===== config.mk =====
export PLATFORM = sky130hd
export DESIGN_NAME = brams_portb_sequencer_flat
export DESIGN_NICKNAME = d
export VERILOG_FILES = /design/src/rtl/brams_portb_sequencer_if.sv /design/src/rtl/brams_portb_sequencer.sv /design/src/flat_wrapper.sv
export SDC_FILE = /design/constraint.sdc
export NUM_CORES = 1
export LEC_CHECK = 0
export ABC_CLOCK_PERIOD_IN_PS = 3900
export CAP_MARGIN = 10
export CORE_ASPECT_RATIO = 0.9
export CORE_MARGIN = 2
export CORE_UTILIZATION = 25
export CTS_BUF_LIST = sky130_fd_sc_hd__clkbuf_2 sky130_fd_sc_hd__clkbuf_4 sky130_fd_sc_hd__clkbuf_8
export CTS_CLUSTER_DIAMETER = 80
export CTS_CLUSTER_SIZE = 20
export DETAILED_ROUTE_END_ITERATION = 16
export GPL_TIMING_DRIVEN = 0
export PLACE_DENSITY = 0.44
export SETUP_SLACK_MARGIN = 0.3
export SYNTH_ARGS = -nofsm -noshare
export SYNTH_HDL_FRONTEND = slang
export SYNTH_SLANG_ARGS = --single-unit

===== constraint.sdc =====
create_clock -name clk -period 3.9 [get_ports clk]
set_input_delay 0.78 -clock clk [delete_from_list [all_inputs] [get_ports clk]]
set_output_delay 0.78 -clock clk [all_outputs]
set_load 0.02 [all_outputs]

===== src/rtl/brams_portb_sequencer_if.sv =====
// Command, status and router-control bundle for the BRAM port-B sequencer.
// The sequencer takes the slave view; whoever issues commands takes the master view.
interface brams_portb_sequencer_if #(
   parameter int BRAM_AW = 10,
   parameter int BRAMS   = 8
);
   localparam int SW = $clog2(BRAMS);

   // command channel
   logic               cmd_valid;
   logic               cmd_ready;
   logic [SW-1:0]      cmd_src_a;
   logic [SW-1:0]      cmd_src_b;
   logic [SW-1:0]      cmd_dst;
   logic [BRAM_AW-1:0] cmd_base_a;
   logic [BRAM_AW-1:0] cmd_base_b;
   logic [BRAM_AW-1:0] cmd_base_c;
   logic [BRAM_AW:0]   cmd_len;
   logic               abort;

   // status
   logic               busy;
   logic               done;
   logic               err;

   // router / math unit control
   logic               math_in_valid;
   logic [BRAM_AW-1:0] math_adr_a;
   logic [BRAM_AW-1:0] math_adr_b;
   logic [BRAM_AW-1:0] math_adr_c;
   logic [BRAMS*2-1:0] adr_sel;
   logic               math_we;
   logic [SW-1:0]      we_sel;
   logic [SW-1:0]      dat_a_sel;
   logic [SW-1:0]      dat_b_sel;

   modport slave (
      input  cmd_valid, cmd_src_a, cmd_src_b, cmd_dst,
             cmd_base_a, cmd_base_b, cmd_base_c, cmd_len, abort,
      output cmd_ready, busy, done, err,
             math_in_valid, math_adr_a, math_adr_b, math_adr_c,
             adr_sel, math_we, we_sel, dat_a_sel, dat_b_sel
   );

   modport master (
      output cmd_valid, cmd_src_a, cmd_src_b, cmd_dst,
             cmd_base_a, cmd_base_b, cmd_base_c, cmd_len, abort,
      input  cmd_ready, busy, done, err,
             math_in_valid, math_adr_a, math_adr_b, math_adr_c,
             adr_sel, math_we, we_sel, dat_a_sel, dat_b_sel
   );
endinterface


===== src/rtl/brams_portb_sequencer.sv =====
// Sequencer for the BRAM port-B router: reads two operand vectors, streams them
// to the math unit and writes the results back, timing each write with a
// fixed-latency valid shift register.
module brams_portb_sequencer #(
   parameter int BRAM_AW  = 10,
   parameter int BRAMS    = 8,
   parameter int MATH_LAT = 4
) (
   input logic                    clk,
   input logic                    rst_n,
   brams_portb_sequencer_if.slave bus
);
   localparam int SW = $clog2(BRAMS);

   typedef enum logic [1:0] {IDLE, READ, DRAIN} state_t;

   state_t             state_q, state_d;
   logic [MATH_LAT:0]  pipe_q, pipe_d;        // [0]=operands at math input, [MATH_LAT]=result ready
   logic [BRAM_AW:0]   rd_idx_q, rd_idx_d;
   logic [BRAM_AW:0]   len_q, len_d;
   logic [BRAM_AW-1:0] adr_a_q, adr_a_d;
   logic [BRAM_AW-1:0] adr_b_q, adr_b_d;
   logic [BRAM_AW-1:0] adr_c_q, adr_c_d;
   logic [BRAM_AW-1:0] wr_next_q, wr_next_d;  // address the next result write will use
   logic [SW-1:0]      src_a_q, src_a_d;
   logic [SW-1:0]      src_b_q, src_b_d;
   logic [SW-1:0]      dst_q, dst_d;
   logic [BRAMS*2-1:0] adr_sel_q, adr_sel_d;
   logic               done_q, done_d;
   logic               err_q, err_d;
   logic               cmd_ready_q, cmd_ready_d;
   logic               busy_q, busy_d;
   logic               cmd_reject;

   // A destination that is also a source would collide on the port; one BRAM
   // serving both operands can only do so when both streams use the same address.
   assign cmd_reject = (bus.cmd_dst == bus.cmd_src_a) || (bus.cmd_dst == bus.cmd_src_b) ||
                       ((bus.cmd_src_a == bus.cmd_src_b) && (bus.cmd_base_a != bus.cmd_base_b));

   // Next-state, tracker and router-control computation.
   always_comb begin
      state_d   = state_q;
      pipe_d    = pipe_q;
      rd_idx_d  = rd_idx_q;
      len_d     = len_q;
      adr_a_d   = adr_a_q;
      adr_b_d   = adr_b_q;
      adr_c_d   = adr_c_q;
      wr_next_d = wr_next_q;
      src_a_d   = src_a_q;
      src_b_d   = src_b_q;
      dst_d     = dst_q;
      done_d    = 1'b0;
      err_d     = 1'b0;

      case (state_q)
         IDLE: begin
            pipe_d = '0;
            if (bus.cmd_valid) begin
               if (cmd_reject) begin
                  err_d = 1'b1;
               end else if (bus.cmd_len == '0) begin
                  done_d = 1'b1;
               end else begin
                  state_d   = READ;
                  len_d     = bus.cmd_len;
                  rd_idx_d  = '0;
                  adr_a_d   = bus.cmd_base_a;
                  adr_b_d   = bus.cmd_base_b;
                  wr_next_d = bus.cmd_base_c;
                  src_a_d   = bus.cmd_src_a;
                  src_b_d   = bus.cmd_src_b;
                  dst_d     = bus.cmd_dst;
               end
            end
         end
         READ: begin
            pipe_d = {pipe_q[MATH_LAT-1:0], 1'b1};
            if (rd_idx_q == len_q - 1'b1) begin
               state_d = DRAIN;
            end else begin
               rd_idx_d = rd_idx_q + 1'b1;
               adr_a_d  = adr_a_q + 1'b1;
               adr_b_d  = adr_b_q + 1'b1;
            end
         end
         DRAIN: begin
            pipe_d = {pipe_q[MATH_LAT-1:0], 1'b0};
            // Only the tail bit left means this cycle carries the final write.
            if (pipe_q[MATH_LAT-1:0] == '0) begin
               state_d = IDLE;
               done_d  = 1'b1;
            end
         end
         default: state_d = IDLE;
      endcase

      if (bus.abort && (state_q != IDLE)) begin
         state_d = IDLE;
         pipe_d  = '0;
         done_d  = 1'b0;
      end

      if (pipe_d[MATH_LAT]) begin
         adr_c_d   = wr_next_q;
         wr_next_d = wr_next_q + 1'b1;
      end

      // Source a is applied last so a shared source BRAM ends up with code 0.
      adr_sel_d = '1;
      if (state_d == READ) begin
         adr_sel_d[2*int'(src_b_d) +: 2] = 2'd1;
         adr_sel_d[2*int'(src_a_d) +: 2] = 2'd0;
      end
      if (pipe_d[MATH_LAT]) begin
         adr_sel_d[2*int'(dst_d) +: 2] = 2'd2;
      end

      cmd_ready_d = (state_d == IDLE);
      busy_d      = (state_d != IDLE);
   end

   // State and output registers.
   always_ff @(posedge clk or negedge rst_n) begin
      if (!rst_n) begin
         state_q     <= IDLE;
         pipe_q      <= '0;
         rd_idx_q    <= '0;
         len_q       <= '0;
         adr_a_q     <= '0;
         adr_b_q     <= '0;
         adr_c_q     <= '0;
         wr_next_q   <= '0;
         src_a_q     <= '0;
         src_b_q     <= '0;
         dst_q       <= '0;
         adr_sel_q   <= '1;
         done_q      <= 1'b0;
         err_q       <= 1'b0;
         cmd_ready_q <= 1'b1;
         busy_q      <= 1'b0;
      end else begin
         state_q     <= state_d;
         pipe_q      <= pipe_d;
         rd_idx_q    <= rd_idx_d;
         len_q       <= len_d;
         adr_a_q     <= adr_a_d;
         adr_b_q     <= adr_b_d;
         adr_c_q     <= adr_c_d;
         wr_next_q   <= wr_next_d;
         src_a_q     <= src_a_d;
         src_b_q     <= src_b_d;
         dst_q       <= dst_d;
         adr_sel_q   <= adr_sel_d;
         done_q      <= done_d;
         err_q       <= err_d;
         cmd_ready_q <= cmd_ready_d;
         busy_q      <= busy_d;
      end
   end

   assign bus.cmd_ready     = cmd_ready_q;
   assign bus.busy          = busy_q;
   assign bus.done          = done_q;
   assign bus.err           = err_q;
   assign bus.math_in_valid = pipe_q[0];
   assign bus.math_we       = pipe_q[MATH_LAT];
   assign bus.math_adr_a    = adr_a_q;
   assign bus.math_adr_b    = adr_b_q;
   assign bus.math_adr_c    = adr_c_q;
   assign bus.adr_sel       = adr_sel_q;
   assign bus.we_sel        = dst_q;
   assign bus.dat_a_sel     = src_a_q;
   assign bus.dat_b_sel     = src_b_q;
endmodule


===== src/flat_wrapper.sv =====
// flat-port wrapper written by rule: the top's interface ports become plain ports
module brams_portb_sequencer_flat 
#(
   parameter int BRAM_AW  = 10,
   parameter int BRAMS    = 8,
   parameter int MATH_LAT = 4
)
  (clk, rst_n, bus_cmd_valid, bus_cmd_src_a, bus_cmd_src_b, bus_cmd_dst, bus_cmd_base_a, bus_cmd_base_b, bus_cmd_base_c, bus_cmd_len, bus_abort, bus_cmd_ready, bus_busy, bus_done, bus_err, bus_math_in_valid, bus_math_adr_a, bus_math_adr_b, bus_math_adr_c, bus_adr_sel, bus_math_we, bus_we_sel, bus_dat_a_sel, bus_dat_b_sel);
  brams_portb_sequencer_if #(.BRAM_AW(BRAM_AW), .BRAMS(BRAMS)) bus_i ();
  input logic clk;
  input logic rst_n;
  input wire logic [$bits(bus_i.cmd_valid)-1:0] bus_cmd_valid;
  input wire logic [$bits(bus_i.cmd_src_a)-1:0] bus_cmd_src_a;
  input wire logic [$bits(bus_i.cmd_src_b)-1:0] bus_cmd_src_b;
  input wire logic [$bits(bus_i.cmd_dst)-1:0] bus_cmd_dst;
  input wire logic [$bits(bus_i.cmd_base_a)-1:0] bus_cmd_base_a;
  input wire logic [$bits(bus_i.cmd_base_b)-1:0] bus_cmd_base_b;
  input wire logic [$bits(bus_i.cmd_base_c)-1:0] bus_cmd_base_c;
  input wire logic [$bits(bus_i.cmd_len)-1:0] bus_cmd_len;
  input wire logic [$bits(bus_i.abort)-1:0] bus_abort;
  output wire logic [$bits(bus_i.cmd_ready)-1:0] bus_cmd_ready;
  output wire logic [$bits(bus_i.busy)-1:0] bus_busy;
  output wire logic [$bits(bus_i.done)-1:0] bus_done;
  output wire logic [$bits(bus_i.err)-1:0] bus_err;
  output wire logic [$bits(bus_i.math_in_valid)-1:0] bus_math_in_valid;
  output wire logic [$bits(bus_i.math_adr_a)-1:0] bus_math_adr_a;
  output wire logic [$bits(bus_i.math_adr_b)-1:0] bus_math_adr_b;
  output wire logic [$bits(bus_i.math_adr_c)-1:0] bus_math_adr_c;
  output wire logic [$bits(bus_i.adr_sel)-1:0] bus_adr_sel;
  output wire logic [$bits(bus_i.math_we)-1:0] bus_math_we;
  output wire logic [$bits(bus_i.we_sel)-1:0] bus_we_sel;
  output wire logic [$bits(bus_i.dat_a_sel)-1:0] bus_dat_a_sel;
  output wire logic [$bits(bus_i.dat_b_sel)-1:0] bus_dat_b_sel;
  assign bus_i.cmd_valid = bus_cmd_valid;
  assign bus_i.cmd_src_a = bus_cmd_src_a;
  assign bus_i.cmd_src_b = bus_cmd_src_b;
  assign bus_i.cmd_dst = bus_cmd_dst;
  assign bus_i.cmd_base_a = bus_cmd_base_a;
  assign bus_i.cmd_base_b = bus_cmd_base_b;
  assign bus_i.cmd_base_c = bus_cmd_base_c;
  assign bus_i.cmd_len = bus_cmd_len;
  assign bus_i.abort = bus_abort;
  assign bus_cmd_ready = bus_i.cmd_ready;
  assign bus_busy = bus_i.busy;
  assign bus_done = bus_i.done;
  assign bus_err = bus_i.err;
  assign bus_math_in_valid = bus_i.math_in_valid;
  assign bus_math_adr_a = bus_i.math_adr_a;
  assign bus_math_adr_b = bus_i.math_adr_b;
  assign bus_math_adr_c = bus_i.math_adr_c;
  assign bus_adr_sel = bus_i.adr_sel;
  assign bus_math_we = bus_i.math_we;
  assign bus_we_sel = bus_i.we_sel;
  assign bus_dat_a_sel = bus_i.dat_a_sel;
  assign bus_dat_b_sel = bus_i.dat_b_sel;
  brams_portb_sequencer #(.BRAM_AW(BRAM_AW), .BRAMS(BRAMS), .MATH_LAT(MATH_LAT)) u_core (.clk(clk), .rst_n(rst_n), .bus(bus_i));
endmodule

==> impl_summary.txt <==
----------------------------------------------------
[Run status]
  Outcome ... complete, no violations

[Die]
  Horiz. Die Dim ... 162 um
  Cell row count ... 52
  Count of boundary I/O pins ... 115
  Initial core utilization ... 0.252
  Area enclosed by the die boundary ... around 0.024 mm^2
  Core area ... between 0.02 and 0.025 mm^2
  Vertical die dimension ... 146 um

[Yosys]
  Total of flip-flops plus latches after synthesis ... between 90 and 100
  Synth Flop Type ... sky130_fd_sc_hd__dfrtp_1
  Post-Syn Instances ... 576
  Mapped Nets ... about 640
  Summed instance area of the synthesized netlist ... approximately 0.0056 mm^2
  Number of distinct library cell variants in the gate-level netlist after synthesis ... 75
  Number of enable flip-flop cells after synthesis ... 0
  Seq/Total Area, Yosys ... 0.441
  Yosys warning count ... 0
  Mean instance size in the synthesized netlist ... 9.75 um^2
  Share of flip-flops with an asynchronous set or reset after synthesis ... 1.00

[Drt]
  DRC violation count after routing ... 0
  Overall via count from detail_route ... 5031
  Pre-Repair DR Iteration Count ... 5
  Routed Wire Length ... 17800 um
  Drt first-iter violations ... 220
  Routed length per instance ... 17.6 um
  Antenna Violating Nets Remaining ... 0
  Vias per inst ... 4.98

[Placement]
  Area after detailed placement ... 0.00715 mm^2
  Number of port buffers ... approximately 110
  Post-DP HPWL ... 13200 um
  Placer congestion estimate ... 0.826

[Worst setup path]
  Worst Path Buf+Inv ... 4
  Top fanout value on the critical path ... 10
  Reg2Reg Capture Point ... u_core.bus.adr_sel[9]$_DFF_PN1_
  Crit path to ... u_core.bus.adr_sel[10]$_DFF_PN1_
  Cells on worst reg2reg path ... 10
  Register-to-Register Setup Slack ... 0.68 ns
  Cell Chain, Critical Path ... clkdlybuf4s50_1, xor2_1, o41ai_2, buf_4, and4_4, clkbuf_16, a21boi_2, or2_2, inv_1, ha_2, ha_4, nor4b_4, o21ai_1, a21boi_1
  Worst reg2reg startpoint ... u_core.len_q[0]$_DFFE_PN0P_
  Start-to-end type of the worst setup path ... input pin to flip-flop
  Worst endpoint required time ... between 4 and 5 ns
  Slowest stage cell on the critical path ... sky130_fd_sc_hd__clkdlybuf4s50_1
  Number of logic stages on the critical path including buffering ... 14
  Worst Setup End Kind ... flip-flop
  Type of element launching the critical path ... input pin
  Kind of cell with the highest combined delay on the critical path ... buffers and inverters
  Largest stage delay on the critical path ... 0.49 ns
  Source of the critical timing path ... bus_cmd_base_b[3]
  CP Data Arrival Time ... 3.89 ns

[Clock network]
  TritonCTS clock tree ... yes
  Clock sink count ... 98
  Clock-pin slew of the registers on the worst-case setup and hold paths ... 0.11 ns
  CTS Hold Buffers Added ... 0
  CTS H-tree lvls ... 3
  Latest clock arrival within the worst-skew pair ... 0.39 ns
  CTS Buffer Depth ... 2
  Root Driver ... sky130_fd_sc_hd__clkbuf_8
  Number of clock buffers inserted by TritonCTS ... 9

[GRT]
  Vias in the first global route ... 5107
  Total global-route track usage ... 0.150
  Wire length of the first global-routing pass ... 27900 um
  Overall overflow remaining after global route ... 0
  Pin count of the biggest net entering global routing ... 54
  Initial antenna violation count ... 0

[Finish]
  Most common library cell in the layout ignoring fill and taps ... sky130_fd_sc_hd__clkdlybuf4s50_1
  Signed area change from the synthesized netlist to the final layout ... 36.7%
  Antenna cell count ... 0
  Layout cells sized above 1 ... 0.168
  Combined area of the multi-input logic cells ... between 0.003 and 0.004 mm^2
  Reg area ... 0.00247 mm^2
  Commonest non-fill, non-tap cells in the layout ... sky130_fd_sc_hd__clkdlybuf4s50_1 (95), sky130_fd_sc_hd__dfrtp_1 (81), sky130_fd_sc_hd__nand2_1 (62)
  # nets final ... 776
  Final Cell Area ... 0.00767 mm^2
  Final-layout fill cell count ... 2293

[Power and ir drop]
  Pwr per Cell Area ... 624 mW/mm^2
  P_leak ... around 3.2 nW
  Maximum ir drop on the vdd rail ... 0.322 mV
  Power consumption ... 0.00478 W

[Timing]
  Layout Skew ... 0.0198 ns
  Maximum operating frequency ... between 0.2 and 0.3 GHz
  Final critical-path required period ... 3.58 ns
  Total negative slack ... 0 ns
  Worst slew margin ... 0.447
  Worst Tran Pin Value ... about 0.82 ns
  Final setup violation count ... 0
  Post-route clock period utilization ... 0.919
  Setup repair after global routing missed its margin ... yes
  Final slew viol count ... 0
  Hold Fails Final Rpt ... 0

[Min path]
  Tightest Hold Check Type ... input pin to async pin

[Job]
  Maximum Capacitance Violations ... 0

----------------------------------------------------
-- state kept, by name, indices dropped and copies added, names as in the netlist, 5 cells and up --
name / cells
u_core.wr_next_q: 10
u_core.rd_idx_q: 11
u_core.bus.math_adr_c: 10
u_core.len_q: 11
u_core.bus.math_adr_b: 10
u_core.bus.math_adr_a: 10
u_core.bus.adr_sel: 16
u_core.pipe_q: 5
-- cells in the mapped netlist, types with 3 or more instances --
| master | count | area, um^2 |
|---|---|---|
| sky130_fd_sc_hd__dfrtp_1 | 81 | 2030 |
| sky130_fd_sc_hd__nand2_1 | 64 | 240 |
| sky130_fd_sc_hd__nor2_1 | 33 | 124 |
| sky130_fd_sc_hd__nand3_1 | 29 | 145 |
| sky130_fd_sc_hd__nor3_1 | 26 | 130 |
| sky130_fd_sc_hd__o21ai_0 | 22 | 110 |
| sky130_fd_sc_hd__inv_1 | 19 | 71.3 |
| sky130_fd_sc_hd__a21oi_1 | 18 | 90.1 |
| sky130_fd_sc_hd__dfstp_2 | 17 | 447 |
| sky130_fd_sc_hd__xnor2_1 | 17 | 149 |
| sky130_fd_sc_hd__a211o_1 | 14 | 123 |
| sky130_fd_sc_hd__a32o_1 | 14 | 140 |
| sky130_fd_sc_hd__ha_1 | 14 | 175 |
| sky130_fd_sc_hd__clkbuf_1 | 13 | 48.8 |
| sky130_fd_sc_hd__mux2i_1 | 13 | 130 |
| sky130_fd_sc_hd__xor2_1 | 13 | 114 |
| sky130_fd_sc_hd__mux2_2 | 12 | 135 |
| sky130_fd_sc_hd__o211ai_1 | 11 | 82.6 |
| sky130_fd_sc_hd__nand4_1 | 9 | 56.3 |
| sky130_fd_sc_hd__a21boi_0 | 8 | 60.1 |
| sky130_fd_sc_hd__or2_2 | 8 | 50.1 |
| sky130_fd_sc_hd__a211oi_1 | 7 | 52.6 |
| sky130_fd_sc_hd__or4_1 | 7 | 52.6 |
| sky130_fd_sc_hd__and4_1 | 6 | 52.6 |
| sky130_fd_sc_hd__buf_2 | 6 | 30.0 |
| sky130_fd_sc_hd__a31oi_1 | 5 | 31.3 |
| sky130_fd_sc_hd__nor4_1 | 5 | 31.3 |
| sky130_fd_sc_hd__o31ai_1 | 5 | 37.5 |
| sky130_fd_sc_hd__and2_1 | 4 | 25.0 |
| sky130_fd_sc_hd__and3_1 | 4 | 25.0 |
| sky130_fd_sc_hd__nand4b_1 | 4 | 35.0 |
| sky130_fd_sc_hd__o22ai_1 | 4 | 25.0 |
| sky130_fd_sc_hd__and4b_1 | 3 | 30.0 |
| sky130_fd_sc_hd__buf_1 | 3 | 11.3 |
| sky130_fd_sc_hd__nor2b_1 | 3 | 18.8 |
| sky130_fd_sc_hd__or3_1 | 3 | 18.8 |
| sky130_fd_sc_hd__or3b_2 | 3 | 26.3 |
-- logic make-up (layout without fill, tap and decap cells) --
family                     count (synthesis)  in the layout  share of synthesized area
adders and majority gates                 14             14                     0.0312
xor gates and xnor gates                  30             30                     0.0468
buffers and inverters                     46            183                     0.0406
AOI/OAI and AO/OA                        137            137                      0.183
DFF                                       98             98                      0.441
and+or+nand+nor                          226            226                      0.211
muxes                                     25             25                     0.0472
-- report_power, final --
group          internal, W  leakage (nW)  total, W  switching, W
Combinational      0.00114          1.86   0.00238       0.00124
Sequential         0.00135          1.20   0.00174      0.000392
Clock             0.000266        0.0919  0.000666      0.000400
Total              0.00275          3.15   0.00478       0.00203
-- cell type report --
cell class              instances  share of cell area
well taps                     297              0.0484
clock inverters                 5             0.00571
flip-flops and latches         98               0.322
repair buffers                121               0.158
multi-input cells             432               0.411
clock buffers                  11              0.0189
inverters                      20             0.00978
plain buffers                  26              0.0263
-- per-layer routing --
layer | up-vias | wire, um | global-route usage
met4 | 0 | 266 | 0.0376
met1 | 2470 | 8440 | 0.202
li1 | 2411 | - | -
met5 | - | 0 | 0
met2 | 132 | 8140 | 0.241
met3 | 18 | 917 | 0.0395
-- worst register-to-register path: stages (launching register included) --
cell	delay (ns)
sky130_fd_sc_hd__dfrtp_1	0.45
sky130_fd_sc_hd__inv_1	0.10
sky130_fd_sc_hd__ha_1	0.22
sky130_fd_sc_hd__or4b_4	0.52
sky130_fd_sc_hd__or3_1	0.32
sky130_fd_sc_hd__a2111oi_0	0.38
sky130_fd_sc_hd__and3_2	0.28
sky130_fd_sc_hd__a31o_4	0.24
sky130_fd_sc_hd__o21ai_2	0.19
sky130_fd_sc_hd__buf_2	0.28
sky130_fd_sc_hd__o211ai_1	0.14
-- stage by stage --
step | hold slack (ns) | cells | utilization | worst slack [ns]
2_1_floorplan | 0.467 | 576 | - | 0.321
3_3_place_gp | 0.493 | 986 | 0.320 | -1.92
3_5_place_dp | 0.492 | 987 | 0.321 | -1.33
4_1_cts | 0.414 | 1010 | 0.340 | 0.302
5_1_grt | 0.426 | 1010 | 0.345 | 0.287
6_report | 0.397 | 1010 | 0.345 | 0.315
-- worst min-delay path by stage --
| stage | start | end | slack [ns] |
|---|---|---|---|
| 2_1_floorplan | u_core.len_q[10]$_DFFE_PN0P_ | u_core.len_q[10]$_DFFE_PN0P_ | 0.47 |
| 3_3_place_gp | u_core.bus.math_adr_c[0]$_DFFE_PN0P_ | u_core.bus.math_adr_c[0]$_DFFE_PN0P_ | 0.49 |
| 3_5_place_dp | u_core.bus.math_adr_c[3]$_DFFE_PN0P_ | u_core.bus.math_adr_c[3]$_DFFE_PN0P_ | 0.49 |
| 4_1_cts | rst_n | u_core.bus.math_adr_b[8]$_DFFE_PN0P_ | 0.41 |
| 5_1_grt | rst_n | u_core.bus.math_adr_b[6]$_DFFE_PN0P_ | 0.43 |
| 6_report | rst_n | u_core.bus.math_adr_b[6]$_DFFE_PN0P_ | 0.40 |
-- timing repair --
item,4_1_cts,5_1_grt
cloned,0,0
setup endpoints to repair,41,16
buffers inserted,7,0
resized for setup,61,27
pin swaps,9,6
Note: power is estimated with default switching activity, not from simulation.
